[config.mk]
export PLATFORM = sky130hd
export DESIGN_NAME = div_sequencer_flat
export DESIGN_NICKNAME = d
export VERILOG_FILES = /design/src/rtl/div_pkg.sv /design/src/rtl/div_sequencer_if.sv /design/src/rtl/div_step.sv /design/src/rtl/div_sequencer.sv /design/src/flat_wrapper.sv
export SDC_FILE = /design/constraint.sdc
export NUM_CORES = 1
export LEC_CHECK = 0
export CORE_ASPECT_RATIO = 1.2
export CORE_UTILIZATION = 39
export CTS_CLUSTER_DIAMETER = 50
export CTS_CLUSTER_SIZE = 12
export DETAILED_ROUTE_END_ITERATION = 7
export GPL_TIMING_DRIVEN = 0
export PLACE_DENSITY = 0.54
export SLEW_MARGIN = 20
export SYNTH_ARGS = -nofsm -noshare
export SYNTH_HDL_FRONTEND = slang
export SYNTH_HIERARCHICAL = 1
export SYNTH_SLANG_ARGS = --single-unit
[constraint.sdc]
create_clock -name i_clk -period 4.9 [get_ports i_clk]
set_input_delay 0.98 -clock i_clk [delete_from_list [all_inputs] [get_ports i_clk]]
set_output_delay 0.98 -clock i_clk [all_outputs]
set_load 0.02 [all_outputs]
[src/rtl/div_pkg.sv]
// Shared types and constants for the execute-stage integer divide/remainder sequencer.
package div_pkg;

    typedef enum logic [1:0] {
        IDLE,
        CALC,
        FIXUP,
        DONE
    } div_state_t;

    localparam logic [2:0] FUNC3_DIV  = 3'd4;
    localparam logic [2:0] FUNC3_DIVU = 3'd5;
    localparam logic [2:0] FUNC3_REM  = 3'd6;
    localparam logic [2:0] FUNC3_REMU = 3'd7;

    localparam int ITER_FULL = 64;
    localparam int ITER_WORD = 32;

endpackage

[src/rtl/div_sequencer_if.sv]
// Request/response bundle between the execute stage and the divide sequencer.
interface div_sequencer_if #(
    parameter int DATA_WIDTH = 64
);
    logic                  i_start;
    logic [2:0]            i_func3;
    logic                  i_word;
    logic [DATA_WIDTH-1:0] i_src_1;
    logic [DATA_WIDTH-1:0] i_src_2;
    logic                  i_flush;
    logic                  i_stall_mem;
    logic                  o_stall_exec;
    logic                  o_done;
    logic [DATA_WIDTH-1:0] o_result;

    modport master (
        output i_start, i_func3, i_word, i_src_1, i_src_2, i_flush, i_stall_mem,
        input  o_stall_exec, o_done, o_result
    );

    modport slave (
        input  i_start, i_func3, i_word, i_src_1, i_src_2, i_flush, i_stall_mem,
        output o_stall_exec, o_done, o_result
    );
endinterface

[src/rtl/div_step.sv]
// One radix-2 restoring division iteration on magnitudes; purely combinational.
module div_step #(
    parameter int DATA_WIDTH = 64
) (
    input  logic [DATA_WIDTH:0]   rem,
    input  logic [DATA_WIDTH-1:0] quo,
    input  logic [DATA_WIDTH-1:0] divisor,
    output logic [DATA_WIDTH:0]   next_rem,
    output logic [DATA_WIDTH-1:0] next_quo
);
    // One extra bit on top of the remainder makes the trial's sign bit unambiguous.
    logic [DATA_WIDTH+1:0] shifted;
    logic [DATA_WIDTH+1:0] trial;

    always_comb begin
        shifted = {rem, quo[DATA_WIDTH-1]};
        trial   = shifted - {2'b00, divisor};
        if (trial[DATA_WIDTH+1]) begin
            next_rem = shifted[DATA_WIDTH:0];
            next_quo = {quo[DATA_WIDTH-2:0], 1'b0};
        end else begin
            next_rem = trial[DATA_WIDTH:0];
            next_quo = {quo[DATA_WIDTH-2:0], 1'b1};
        end
    end
endmodule

[src/rtl/div_sequencer.sv]
// Multi-cycle DIV/DIVU/REM/REMU (+W) controller: stalls execute, iterates, fixes signs,
// then holds one result for the execute-to-memory register.
module div_sequencer
    import div_pkg::*;
#(
    parameter int DATA_WIDTH = ITER_FULL
) (
    input  logic           i_clk,
    input  logic           i_arst,
    div_sequencer_if.slave bus
);
    localparam int CW = $clog2(DATA_WIDTH + 1);
    typedef logic [DATA_WIDTH-1:0] word_t;

    div_state_t          state;
    logic [CW-1:0]       count;
    logic [DATA_WIDTH:0] rem_q;
    word_t               quo_q;
    word_t               divisor_q;
    logic                op_rem;
    logic                op_word;
    logic                neg_quo;
    logic                neg_rem;
    logic                done_q;
    word_t               result_q;

    logic                op_signed_in;
    logic                op_rem_in;
    word_t               src_a;
    word_t               src_b;
    word_t               abs_a;
    word_t               abs_b;
    word_t               min_val;
    word_t               dividend_res;
    word_t               special_res;
    word_t               quo_load;
    logic                a_neg;
    logic                b_neg;
    logic                div_zero;
    logic                overflow;
    logic                accept;
    logic [DATA_WIDTH:0] next_rem;
    word_t               next_quo;
    word_t               sel_val;
    word_t               fix_val;
    word_t               fix_res;

    function automatic word_t sext32(input logic [31:0] v);
        return {{(DATA_WIDTH-32){v[31]}}, v};
    endfunction

    // NOTE: every signal is assigned on every path through this block, so no latch is inferred.
    always_comb begin
        op_signed_in = (bus.i_func3 == FUNC3_DIV) || (bus.i_func3 == FUNC3_REM);
        op_rem_in    = (bus.i_func3 == FUNC3_REM) || (bus.i_func3 == FUNC3_REMU);
        if (bus.i_word) begin
            src_a        = op_signed_in ? sext32(bus.i_src_1[31:0]) : word_t'(bus.i_src_1[31:0]);
            src_b        = op_signed_in ? sext32(bus.i_src_2[31:0]) : word_t'(bus.i_src_2[31:0]);
            min_val      = sext32(32'h8000_0000);
            dividend_res = sext32(bus.i_src_1[31:0]);
        end else begin
            src_a        = bus.i_src_1;
            src_b        = bus.i_src_2;
            min_val      = {1'b1, {(DATA_WIDTH-1){1'b0}}};
            dividend_res = bus.i_src_1;
        end
        a_neg    = op_signed_in & src_a[DATA_WIDTH-1];
        b_neg    = op_signed_in & src_b[DATA_WIDTH-1];
        abs_a    = a_neg ? -src_a : src_a;
        abs_b    = b_neg ? -src_b : src_b;
        div_zero = (src_b == '0);
        overflow = op_signed_in && (src_a == min_val) && (src_b == '1);
        // W dividends sit in the top 32 bits so 32 iterations leave the quotient in [31:0].
        quo_load = bus.i_word ? {abs_a[31:0], {(DATA_WIDTH-32){1'b0}}} : abs_a;

        if (div_zero) begin
            special_res = op_rem_in ? dividend_res : '1;
        end else begin
            special_res = op_rem_in ? '0 : dividend_res;
        end

        accept  = (state == IDLE) && bus.i_start && !bus.i_flush;
        sel_val = op_rem ? rem_q[DATA_WIDTH-1:0] : quo_q;
        fix_val = (op_rem ? neg_rem : neg_quo) ? -sel_val : sel_val;
        fix_res = op_word ? sext32(fix_val[31:0]) : fix_val;
    end

    div_step #(
        .DATA_WIDTH(DATA_WIDTH)
    ) u_step (
        .rem      (rem_q),
        .quo      (quo_q),
        .divisor  (divisor_q),
        .next_rem (next_rem),
        .next_quo (next_quo)
    );

    // NOTE: state registers use non-blocking assignments so every flop samples pre-edge values.
    always_ff @(posedge i_clk) begin
        if (i_arst) begin
            state     <= IDLE;
            count     <= '0;
            rem_q     <= '0;
            quo_q     <= '0;
            divisor_q <= '0;
            op_rem    <= 1'b0;
            op_word   <= 1'b0;
            neg_quo   <= 1'b0;
            neg_rem   <= 1'b0;
            done_q    <= 1'b0;
            result_q  <= '0;
        end else if (bus.i_flush) begin
            state  <= IDLE;
            done_q <= 1'b0;
        end else begin
            case (state)
                IDLE: begin
                    if (bus.i_start) begin
                        op_rem    <= op_rem_in;
                        op_word   <= bus.i_word;
                        neg_quo   <= a_neg ^ b_neg;
                        neg_rem   <= a_neg;
                        rem_q     <= '0;
                        quo_q     <= quo_load;
                        divisor_q <= abs_b;
                        count     <= bus.i_word ? CW'(ITER_WORD) : CW'(DATA_WIDTH);
                        if (div_zero || overflow) begin
                            result_q <= special_res;
                            done_q   <= 1'b1;
                            state    <= DONE;
                        end else begin
                            state <= CALC;
                        end
                    end
                end
                CALC: begin
                    rem_q <= next_rem;
                    quo_q <= next_quo;
                    count <= count - CW'(1);
                    if (count == CW'(1)) begin
                        state <= FIXUP;
                    end
                end
                FIXUP: begin
                    result_q <= fix_res;
                    done_q   <= 1'b1;
                    state    <= DONE;
                end
                DONE: begin
                    if (!bus.i_stall_mem) begin
                        done_q <= 1'b0;
                        state  <= IDLE;
                    end
                end
                default: state <= IDLE;
            endcase
        end
    end

    assign bus.o_stall_exec = accept || (state == CALC) || (state == FIXUP);
    assign bus.o_done       = done_q;
    assign bus.o_result     = result_q;
endmodule

[src/flat_wrapper.sv]
// flat-port wrapper written by rule: the top's interface ports become plain ports
module div_sequencer_flat import div_pkg::*;
#(
    parameter int DATA_WIDTH = ITER_FULL
)
  (i_clk, i_arst, bus_i_start, bus_i_func3, bus_i_word, bus_i_src_1, bus_i_src_2, bus_i_flush, bus_i_stall_mem, bus_o_stall_exec, bus_o_done, bus_o_result);
  div_sequencer_if #(.DATA_WIDTH(DATA_WIDTH)) bus_i ();
  input  logic i_clk;
  input  logic i_arst;
  input wire logic [$bits(bus_i.i_start)-1:0] bus_i_start;
  input wire logic [$bits(bus_i.i_func3)-1:0] bus_i_func3;
  input wire logic [$bits(bus_i.i_word)-1:0] bus_i_word;
  input wire logic [$bits(bus_i.i_src_1)-1:0] bus_i_src_1;
  input wire logic [$bits(bus_i.i_src_2)-1:0] bus_i_src_2;
  input wire logic [$bits(bus_i.i_flush)-1:0] bus_i_flush;
  input wire logic [$bits(bus_i.i_stall_mem)-1:0] bus_i_stall_mem;
  output wire logic [$bits(bus_i.o_stall_exec)-1:0] bus_o_stall_exec;
  output wire logic [$bits(bus_i.o_done)-1:0] bus_o_done;
  output wire logic [$bits(bus_i.o_result)-1:0] bus_o_result;
  assign bus_i.i_start = bus_i_start;
  assign bus_i.i_func3 = bus_i_func3;
  assign bus_i.i_word = bus_i_word;
  assign bus_i.i_src_1 = bus_i_src_1;
  assign bus_i.i_src_2 = bus_i_src_2;
  assign bus_i.i_flush = bus_i_flush;
  assign bus_i.i_stall_mem = bus_i_stall_mem;
  assign bus_o_stall_exec = bus_i.o_stall_exec;
  assign bus_o_done = bus_i.o_done;
  assign bus_o_result = bus_i.o_result;
  div_sequencer #(.DATA_WIDTH(DATA_WIDTH)) u_core (.i_clk(i_clk), .i_arst(i_arst), .bus(bus_i));
endmodule
# After elaboration in Yosys (flattened, before gate mapping)
# Index checks and enable logic that the tools add are counted.
# word_totals
register_bits	271
in_bits	137
output_inout_bits	66
# classes
add_sub_neg	5
eq_ne	13
n_mux	37
n_bitwise	4
n_reduce_logical	21
# op_table
cell	count
2-to-1 mux 64 bit	17
one-hot mux 64 bit (2 select lines)	2
negator 64 bit	3
2-to-1 mux 65 bit	2
one-hot mux 65 bit (2 select lines)	1
subtractor 66 x 64 -> 66 bit	1
equality test 64 bit	1
equality test 64 bit, second input constant	1
logical NOT 64 bit	1
2-to-1 mux 63 bit	1
2-to-1 mux 7 bit	2
one-hot mux 7 bit (2 select lines)	1
equality test 3 bit, second input constant	3
AND reduction 3 bit	3
2-to-1 mux 2 bit	4
one-hot mux 2 bit (4 select lines)	1
AND reduction 4 bit	2
equality test 7 x 1 -> 1 bit, second input constant	1
subtractor 7 x 1 -> 7 bit, second input constant	1
inequality test 2 bit, second input constant	3
logical OR 1 bit	5
2-to-1 mux 1 bit	5
equality test 2 bit, second input constant	2
logical AND 1 bit	4
11 further kinds	13

# Longest topological paths before layout
# Gate-level depths: netlist of run 1.
# depth
depth_word	11
mapped_depth	19
depth_no_buf	15

# Cells and area by module
# The synthesis of run 1 kept the hierarchy.
# by_module_without_submodules
module	n_inst	cells_each	area_each_um2	seq_area_each_um2
div_sequencer	1	2345	17920.9	5425.2
div_step	1	793	5398.9	0.0

# Worst setup path after synthesis of run 1
# OpenSTA, ideal clock, no wires.
# synth_timing
path_kind	register -> register
start	register u_core.op_rem
end	register u_core.result_q[32], in the netlist u_core/bus.o_result[32]
t_arrival_ns	4.087
slack_ns	0.696
path_stages_with_launch	19
n_path_buf	9
period_less_slack_ns	4.204
path_cell_list	dfxtp_1 -> buf_6 -> buf_2 -> buf_4 -> buf_6 -> buf_4 -> buf_2 -> buf_2 -> buf_2 -> buf_2 -> mux2i_1 -> ha_1 -> o221ai_1 -> or4_1 -> nor3_2 -> a31oi_1 -> xnor2_1 -> o21ai_0 -> a32o_1
# synth_via
elab_chain_cells	5
elab_cells_between_ends	6
cone_classes	add/sub: 1; mux: 5
# synth_lines
element	line	rtl
start, declared	div_sequencer.sv:20	logic op_rem;
start signal, assigned	div_sequencer.sv:119	op_rem <= op_rem_in;
2-to-1 mux 64 bit	div_sequencer.sv:83	sel_val = op_rem ? rem_q[DATA_WIDTH-1:0] : quo_q;
negator 64 bit	div_sequencer.sv:84	fix_val = (op_rem ? neg_rem : neg_quo) ? -sel_val : sel_val;
2-to-1 mux 64 bit (*)	div_sequencer.sv:84	
2-to-1 mux 64 bit (*)	div_sequencer.sv:85	fix_res = op_word ? sext32(fix_val[31:0]) : fix_val;
one-hot mux 64 bit (2 select lines) (*)	div_sequencer.sv:116	case (state)
end signal, assigned	div_sequencer.sv:128	result_q <= special_res;
end signal, assigned	div_sequencer.sv:145	result_q <= fix_res;
end, declared	div_sequencer.sv:25	word_t result_q;
# Mark *: on every way between the ends. The rest lies on a longest branch, timed or not.
# A chain may end at the register's enable or synchronous reset.

# Final worst setup path of run 1
# layout_timing
start	register u_core.op_rem
end	register u_core.result_q[28], in the netlist u_core/bus.o_result[28]
# Same word-level chain as after synthesis.

==> impl_metrics.csv, run 1 <==
group,metric,value,unit
outcome,run_status,"complete, no violations",
setup_path,path_cells,"buf_6 -> buf_6 -> buf_6 -> buf_4 -> buf_6 -> buf_6 -> buf_6 -> buf_8 -> mux2i_4 -> ha_2 -> o221ai_4 -> or4_4 -> nor3_4 -> buf_4 -> a31oi_1 -> xnor2_2 -> nand2_1 -> a311oi_1",
place,portBuffers,195,
timing,min_period,4871,ps
clock_tree,clock_latency,600,ps
place,placement.setup.worst_slack,-1728,ps
routing,drt_iter0_markers,2535,
clock_tree,clkTransAtPathRegs,60,ps
logic_synthesis,post_synth_inst_count,3138,
logic_synthesis,yosys_warnings,6,
pwr,clock_power_share,42.3,%
global_routing,globalRouteOverflowTotal,0,
pwr,vdd.ir_drop.worst,0.2369,mV
place,instance_count_after_placement_with_tap_cells_included,4126,
timing,tightest_slew,1151,ps
place,gpl.final_weighted_congestion,1.014,
job,cap_viol_max_count,0,
timing,fin_worst_hold_slack,453.8,ps
logic_synthesis,syn-cell-area,23320,um2
pwr,power.density,276.2,nW/um2
logic_synthesis,count_of_flip_flops_with_a_built_in_enable_after_synthesis,0,
pwr,netSwitchingPower,2719,uW
logic_synthesis,yosysTopAreaCellShare,23.26,%
setup_path,timing.critical_path.buf_inv,9,
timing,clock_skews,28.36,ps
clock_tree,tritoncts,"done",
finish,area.growth.synth_to_final,20.29,%
die,design.core.area,58740,um2
die,initial_utilization,39.70,%
logic_synthesis,synth_most_common_cell,"nor2_1",
routing,drt_wl_total,120.6,mm
timing,post-route-worst-setup-slack,28.50,ps
pwr,leakage,0.01037,uW
setup_path,startpoint_type_of_the_worst_setup_path,"flop",
routing,via_count,26472,
setup_path,cp.required,5390,ps
clock_tree,ctsHoldBuffers,0,
global_routing,first_global_vias,25571,
pwr,p_int,5030,uW
setup_path,worst_setup_path_end_kind,"flop",
clock_tree,level_count_of_the_clock_h_tree,2,
setup_path,ff2ff_setup_slack,30,ps
global_routing,first_pass_grt_wire_length,171.8,mm
pwr,sw_frac_of_total,35.08,%
logic_synthesis,synth_area_leaders,"dfxtp_1 (23%), nor2_1 (5.6%), a21oi_1 (5.3%)",
clock_tree,tritoncts.num_buffers,42,
finish,final_util,47.75,%
pwr,pwr-share-comb,26.3,%
logic_synthesis,netlist-cell-type-count,96,
logic_synthesis,yosys_register_bits,271,
routing,avgRoutedWirePerCell,28.63,um
logic_synthesis,avgSynthCellArea,7.431,um2
routing,ant_nets,0,
routing,vias_per_cell,6.285,
clock_tree,clk_path_buf_depth,3,
setup_path,timing.critical_path.fanout_max,19,
finish,layoutNonFillerInstCount,4212,
die,die-area,60780,um2
global_routing,grt_util_all_layers,38.47,%
die,std_cell_rows,97,
logic_synthesis,synth_async_sr_flop_share,0,%
logic_synthesis,synth_cell_count_leaders,"nor2_1 (347), dfxtp_1 (271), a21oi_1 (247)",
logic_synthesis,synth_top_cell_by_area,"dfxtp_1",
hold_path,hold_path_class,"reg -> reg",
setup_path,worst_path_largest_cell_delay,600,ps
global_routing,grt_max_degree,20,
timing,fmax,0.2053,GHz
setup_path,timing.critical_path.max_delay_family,"buffers and inverters",
routing,routed-wl-met3,9.235,mm
setup_path,timing.critical_path.arrival,5360,ps
routing,route.detailed.drc,0,
timing,post-route-period-util,99.42,%
routing,detailroute.wirelength.met2,54.47,mm
die,die_w,225.2,um
finish,post_route_cells_drive_above_1_share,9.889,%
logic_synthesis,syn-num-nets,3350,
logic_synthesis,synth_seq_area_share,23.26,%
setup_path,cp_slowest_cell,"or4_4",
finish,nNetsFinal,3598,
timing,maxSlewHeadroom,22.69,%
clock_tree,cts_root_buffer,"clkbuf_16",
timing,slew_violations,0,
routing,maxUsedRoutingLayer,"met4",
timing,timing_hold_violations_final,0,
global_routing,number_of_antenna_violations_at_the_first_check_in_global_routing,5,
setup_path,critical_path.most_common_cell,"buf_6",
setup_path,path_class,"reg -> reg",
finish,fillerInstances,6053,
routing,wirelength_met1,48.60,mm
timing,setup_failing_eps_final,0,
die,dieHeight,269.9,um
logic_synthesis,ys_dominant_reg_cell,"dfxtp_1",
routing,first_pass_iters,6,
place,dpl.hpwl,96.65,mm
die,ios,203,
pwr,power_frac_seq,31.4,%
clock_tree,clock_sinks,271,
area by class of cell:
cell class | count | area (um2) | share of cell area (%)
inverters | 131 | 491.7 | 1.753
flip-flops and latches | 271 | 5426 | 19.35
plain buffers | 275 | 1435 | 5.116
repair buffers | 207 | 2042 | 7.280
clock buffers | 50 | 1175 | 4.188
clock inverters | 26 | 327.8 | 1.169
well taps | 792 | 991.0 | 3.533
diodes | 2 | 5.005 | 0.01784
multi-input cells | 2458 | 16160 | 57.60
final timing paths:
path,from,to,depth (start not counted)
max,u_core/op_rem,u_core/bus.o_result[28],18
min,u_core/divisor_q[39],u_core/divisor_q[39],2
max reg2reg,u_core/op_rem,u_core/bus.o_result[28],18
min reg2reg,u_core/divisor_q[39],u_core/divisor_q[39],2
registers in the layout, summed over array words and instances, names as in the netlist:
register and cells:
u_core/bus.o_done 1, u_core/op_rem 1, u_core/op_word 1, u_core/bus.o_result 64, u_core/divisor_q 64, u_core/neg_quo 1
u_core/rem_q 65, u_core/count 7, u_core/neg_rem 1, u_core/state 2, u_core/quo_q 64
stage by stage:
stage | total power [uW] | TNS [ps] | area, um2
4_1_cts | 7703 | 0 | 27940
3_5_place_dp | 4400 | -100790 | 26280
5_1_grt | 7980 | -18.05 | 28050
3_3_place_gp | 4391 | -120850 | 26260
6_report | 7749 | 0 | 28050
2_1_floorplan | 3604 | 0 | 23320
worst min-delay path, delay by kind of cell, from the launching register on:
| family | cells | cell delay, ps |
|---|---|---|
| flip-flops | 1 | 310 |
| AND/OR/NAND/NOR | 1 | 50 |
| AO/OA/AOI/OAI | 1 | 50 |
layer usage:
layer	GRT usage (%)	vias to the layer above
met5	0	-
met4	23.68	0
met1	47.57	12722
met3	6.451	347
met2	61.93	1423
li1	-	11980
cells by family after synthesis:
family	synth area share, %
xor gates and xnor gates	8.488
buffers and inverters	8.075
and+or+nand+nor	22.59
AOI/OAI and AO/OA	27.61
DFF	23.26
muxes	5.913
adders and majority gates	4.056
timing repair:
item / in CTS / in global routing
pin swaps: 4 / 6
setup buffers: 4 / 7
endpoints found under the setup margin: 93 / 68
gates resized for setup: 31 / 21
power groups by stage:
| stage | registers, uW | logic [uW] | clock network (uW) |
|---|---|---|---|
| final | 2440 | 2040 | 3280 |
| after global routing | 2440 | 2150 | 3380 |
| after CTS | 2430 | 1960 | 3310 |
| after detailed placement | 2480 | 1930 | 0 |
| after global placement | 2470 | 1920 | 0 |
| after floorplan | 2430 | 1170 | 0 |
layout by cell type (no fill, tap or decap), types with 19 or more instances in the layout:
master / synthesis / routed
nor2_1: 347 / 346
dfxtp_1: 271 / 270
a21oi_1: 247 / 247
nand2_1: 237 / 236
clkdlybuf4s50_1: 0 / 195
o21ai_0: 191 / 189
clkbuf_1: 153 / 148
nor3_1: 139 / 139
xnor2_1: 140 / 137
inv_1: 131 / 131
buf_4: 73 / 85
xor2_1: 86 / 85
ha_1: 74 / 73
mux2i_1: 68 / 66
a22oi_1: 66 / 66
mux2_2: 55 / 55
nand3_1: 54 / 54
a211oi_1: 53 / 52
clkbuf_16: 0 / 45
a21o_1: 43 / 43
nor4_1: 43 / 40
o31ai_1: 35 / 34
o211ai_1: 31 / 31
a31oi_1: 32 / 31
or3_1: 28 / 28
a221oi_1: 28 / 28
a32o_1: 27 / 27
or4_1: 27 / 26
nand4_1: 26 / 26
nand2b_1: 24 / 24
a311oi_1: 24 / 24
and3_1: 22 / 22
nor3b_1: 19 / 19
Power figures use the tool's default switching activity.
==> run 2, diff against run 1 <==
- ABC_AREA: not set -> 1
- PLACE_DENSITY: 0.54 -> not set
==> run 2 against run 1 <==
  * Clock skew rose by 11 ps
  * Global-route usage rose by 0.88 points
  * Utilization fell by 2.3 points
  * The run now ends with DRC left
  * Wire length rose by 30%
  * Setup slack improved by 340 ps
  * Area after synthesis rose by 27%
  * Worst hold slack improved by 7.9 ps
  * First-iteration DRC count rose by 31%
  * Die area rose by 27%
  * Count of clock-buffer cells in the layout fell by 6
==> impl_metrics.csv, run 2 <==
group,metric,value,unit
global_routing,number_of_antenna_violations_at_the_first_check_in_global_routing,0,
logic_synthesis,synth_cell_count_leaders,"nand2_1 (1797), inv_1 (734), nor2_1 (624)",
routing,route.detailed.drc,5,
setup_path,critical_path.most_common_cell,"nand3_1",
setup_path,startpoint_type_of_the_worst_setup_path,"input pin",
place,dpl.hpwl,132.8,mm
outcome,run_status,"complete, but fails checks",
setup_path,timing.critical_path.buf_inv,4,
logic_synthesis,netlist-cell-type-count,58,
logic_synthesis,synth_seq_area_share,18.29,%
clock_tree,clk_path_buf_depth,3,
clock_tree,clkTransAtPathRegs,60,ps
routing,via_count,35721,
clock_tree,ctsHoldBuffers,0,
pwr,leakage,0.01683,uW
setup_path,timing.critical_path.fanout_max,10,
logic_synthesis,synth_area_leaders,"nand2_1 (23%), dfxtp_1 (18%), inv_1 (9.3%)",
global_routing,globalRouteOverflowTotal,0,
timing,maxSlewHeadroom,23.25,%
global_routing,grt_max_degree,13,
timing,timing_hold_violations_final,0,
logic_synthesis,yosys_warnings,6,
place,placement.setup.worst_slack,-20.58,ps
logic_synthesis,avgSynthCellArea,5.477,um2
finish,fillerInstances,8514,
clock_tree,clock_latency,580,ps
die,std_cell_rows,110,
job,cap_viol_max_count,0,
setup_path,timing.critical_path.arrival,5050,ps
clock_tree,tritoncts,"done",
pwr,p_int,4749,uW
setup_path,worst_setup_path_end_kind,"flop",
setup_path,timing.critical_path.max_delay_family,"simple AND/OR/NAND/NOR gates",
clock_tree,cts.repair_timing.setup_buffer_count,0,
timing,post-route-period-util,92.47,%
finish,largest_register_ff_count,65,
timing,slew_violations,0,
clock_tree,tritoncts.num_buffers,38,
pwr,power.density,238.2,nW/um2
place,portBuffers,201,
outcome,violations,"DRC",
clock_tree,clock_sinks,271,
logic_synthesis,yosys_register_bits,271,
setup_path,path_cells,"clkdlybuf4s50_1 -> inv_1 -> ha_1 -> inv_1 -> nor2_1 -> nand3_1 -> nor2_2 -> nand3_1 -> nor3_1 -> nand3_1 -> nand2_1 -> nor2_2 -> nor2_8 -> buf_2 -> nand3_1 -> a21oi_1",
setup_path,path_class,"in -> reg",
routing,ant_nets,0,
routing,vias_per_cell,5.341,
routing,first_pass_iters,8,
die,die-area,77150,um2
pwr,pwr-share-comb,36.8,%
place,gpl.final_weighted_congestion,1.066,
die,initial_utilization,39.46,%
finish,area.growth.synth_to_final,15.16,%
logic_synthesis,synthAdderAreaFrac,3.190,%
timing,clock_skews,39.38,ps
routing,avgRoutedWirePerCell,23.38,um
logic_synthesis,ys_dominant_reg_cell,"dfxtp_1",
die,die_w,253.7,um
pwr,vdd.ir_drop.worst,0.2616,mV
logic_synthesis,syn-num-nets,5627,
timing,setup_failing_eps_final,0,
finish,top_library_cells_by_usage_in_the_layout_fill_and_taps_aside,"nand2_1 (1797), inv_1 (734), nor2_1 (624), a21oi_1 (373), o21ai_0 (306)",
die,ios,203,
setup_path,ff2ff_path_depth,18,
timing,post-route-worst-setup-slack,368.8,ps
finish,nNetsFinal,5869,
setup_path,setup.worst_path.start,"bus_i_src_1[0]",
hold_path,hold_path_startpoint,"u_core/bus.o_result[54]",
routing,drt_wl_total,156.4,mm
global_routing,grt_util_all_layers,39.35,%
pwr,power_frac_seq,29.7,%
finish,registers.top_by_ff_count,"u_core/rem_q",
logic_synthesis,complex_gate_fraction_of_the_synthesized_area,15.27,%
logic_synthesis,synth_async_sr_flop_share,0,%
timing,min_period,4531,ps
timing,tightest_slew,1139,ps
hold_path,cell_count_of_the_worst_hold_path,2,
logic_synthesis,post_synth_inst_count,5415,
setup_path,worst_path_largest_cell_delay,660,ps
global_routing,first_global_vias,32849,
setup_path,rr_startpoint,"u_core/op_rem",
die,dieHeight,304.1,um
logic_synthesis,synth_most_common_cell,"nand2_1",
logic_synthesis,synth_top_family_by_area,"simple AND/OR/NAND/NOR gates",
routing,drt_iter0_markers,3332,
pwr,sw_frac_of_total,41.63,%
timing,fmax,0.2207,GHz
clock_tree,level_count_of_the_clock_h_tree,2,
die,design.core.area,75150,um2
pwr,netSwitchingPower,3386,uW
logic_synthesis,syn-cell-area,29660,um2
timing,fin_worst_hold_slack,461.7,ps
logic_synthesis,synth_top_cell_by_area,"nand2_1",
finish,n_antenna_cell,0,
clock_tree,cts_root_buffer,"clkbuf_16",
logic_synthesis,synth_xor_area_share,3.308,%
setup_path,cp_slowest_cell,"nor3_1",
logic_synthesis,synth-simple-area-share,44.42,%
hold_path,hold_path_class,"reg -> reg",
pwr,clock_power_share,33.5,%
logic_synthesis,count_of_flip_flops_with_a_built_in_enable_after_synthesis,0,
logic_synthesis,synth.mux.area_fraction,0,%
setup_path,total_stage_count_of_the_critical_path,16,
setup_path,cp.required,5410,ps
finish,layout.cells.most_common,"nand2_1",
finish,post_route_cells_drive_above_1_share,7.500,%
logic_synthesis,yosysTopAreaCellShare,22.74,%
clock_tree,postCtsResizedCells,0,
timing,setup_repair_after_global_routing_missed_its_margin,"false",
global_routing,first_pass_grt_wire_length,220.6,mm
==> run 2: changes by cell type in the layout (fill, tap and decap cells not counted), sizes merged, moves of 68 or more <==
cell / previous run / this run
nand2: 238 / 1822
inv: 142 / 772
nand3: 55 / 386
nor2: 349 / 660
o21ai: 202 / 352
xnor2: 140 / 12
a21oi: 249 / 376
mux2i: 68 / 0
==> run 2: final cells by class <==
type | instances | area (um2) | share of cell area (%)
plain buffers | 296 | 1728 | 5.060
clock buffers | 44 | 1025 | 3.001
clock inverters | 19 | 185.2 | 0.5422
inverters | 764 | 2873 | 8.412
multi-input cells | 4084 | 19640 | 57.49
flip-flops and latches | 271 | 5425 | 15.89
well taps | 1008 | 1261 | 3.693
repair buffers | 202 | 2019 | 5.913
==> run 2: tightest hold or removal path, stage by stage (launching register included) <==
cell and delay (ps):
dfxtp_1 300, nand2_1 60, a21oi_1 50
==> run 2: per-stage QoR <==
step	utilization, %	instance area, um2	instances	setup TNS [ps]	total power, uW
floorplan	-	29660	5415	0	4218
global placement	43.82	32930	6624	-1000	5365
detailed placement	43.84	32940	6625	-20.58	5360
CTS	45.45	34150	6688	0	8102
global route	45.45	34150	6688	0	8478
finish	45.45	34150	6688	0	8136
==> run 2: kinds of logic (layout without fill, tap and decap cells) <==
logic type,after synthesis,in the layout
compound gates,833,833
xor+xnor,112,112
fa+ha+maj,75,75
buf+inv,1060,1325
flops,271,271
simple gates,3064,3064
==> run 2: final timing paths <==
check	endpoint	slack [ps]
worst max register to register	u_core/bus.o_result[53]	1250
worst max-delay path	u_core/bus.o_result[52]	370
worst min-delay path	u_core/bus.o_result[54]	460
worst min register to register	u_core/bus.o_result[54]	460
==> run 2: power groups by stage <==
stage               Clock, uW  Sequential (uW)  Combinational [uW]
floorplan                   0             2440                1780
global placement            0             2460                2910
detailed placement          0             2460                2900
CTS                      2770             2410                2920
global route             2860             2420                3200
finish                   2730             2410                3000
==> run 2: layer usage <==
metal	part of all wire, %	global-route usage, %
met3	5.9	4.704
met5	0	0
met1	39	46.45
met4	8.9	29.69
met2	46	64.93
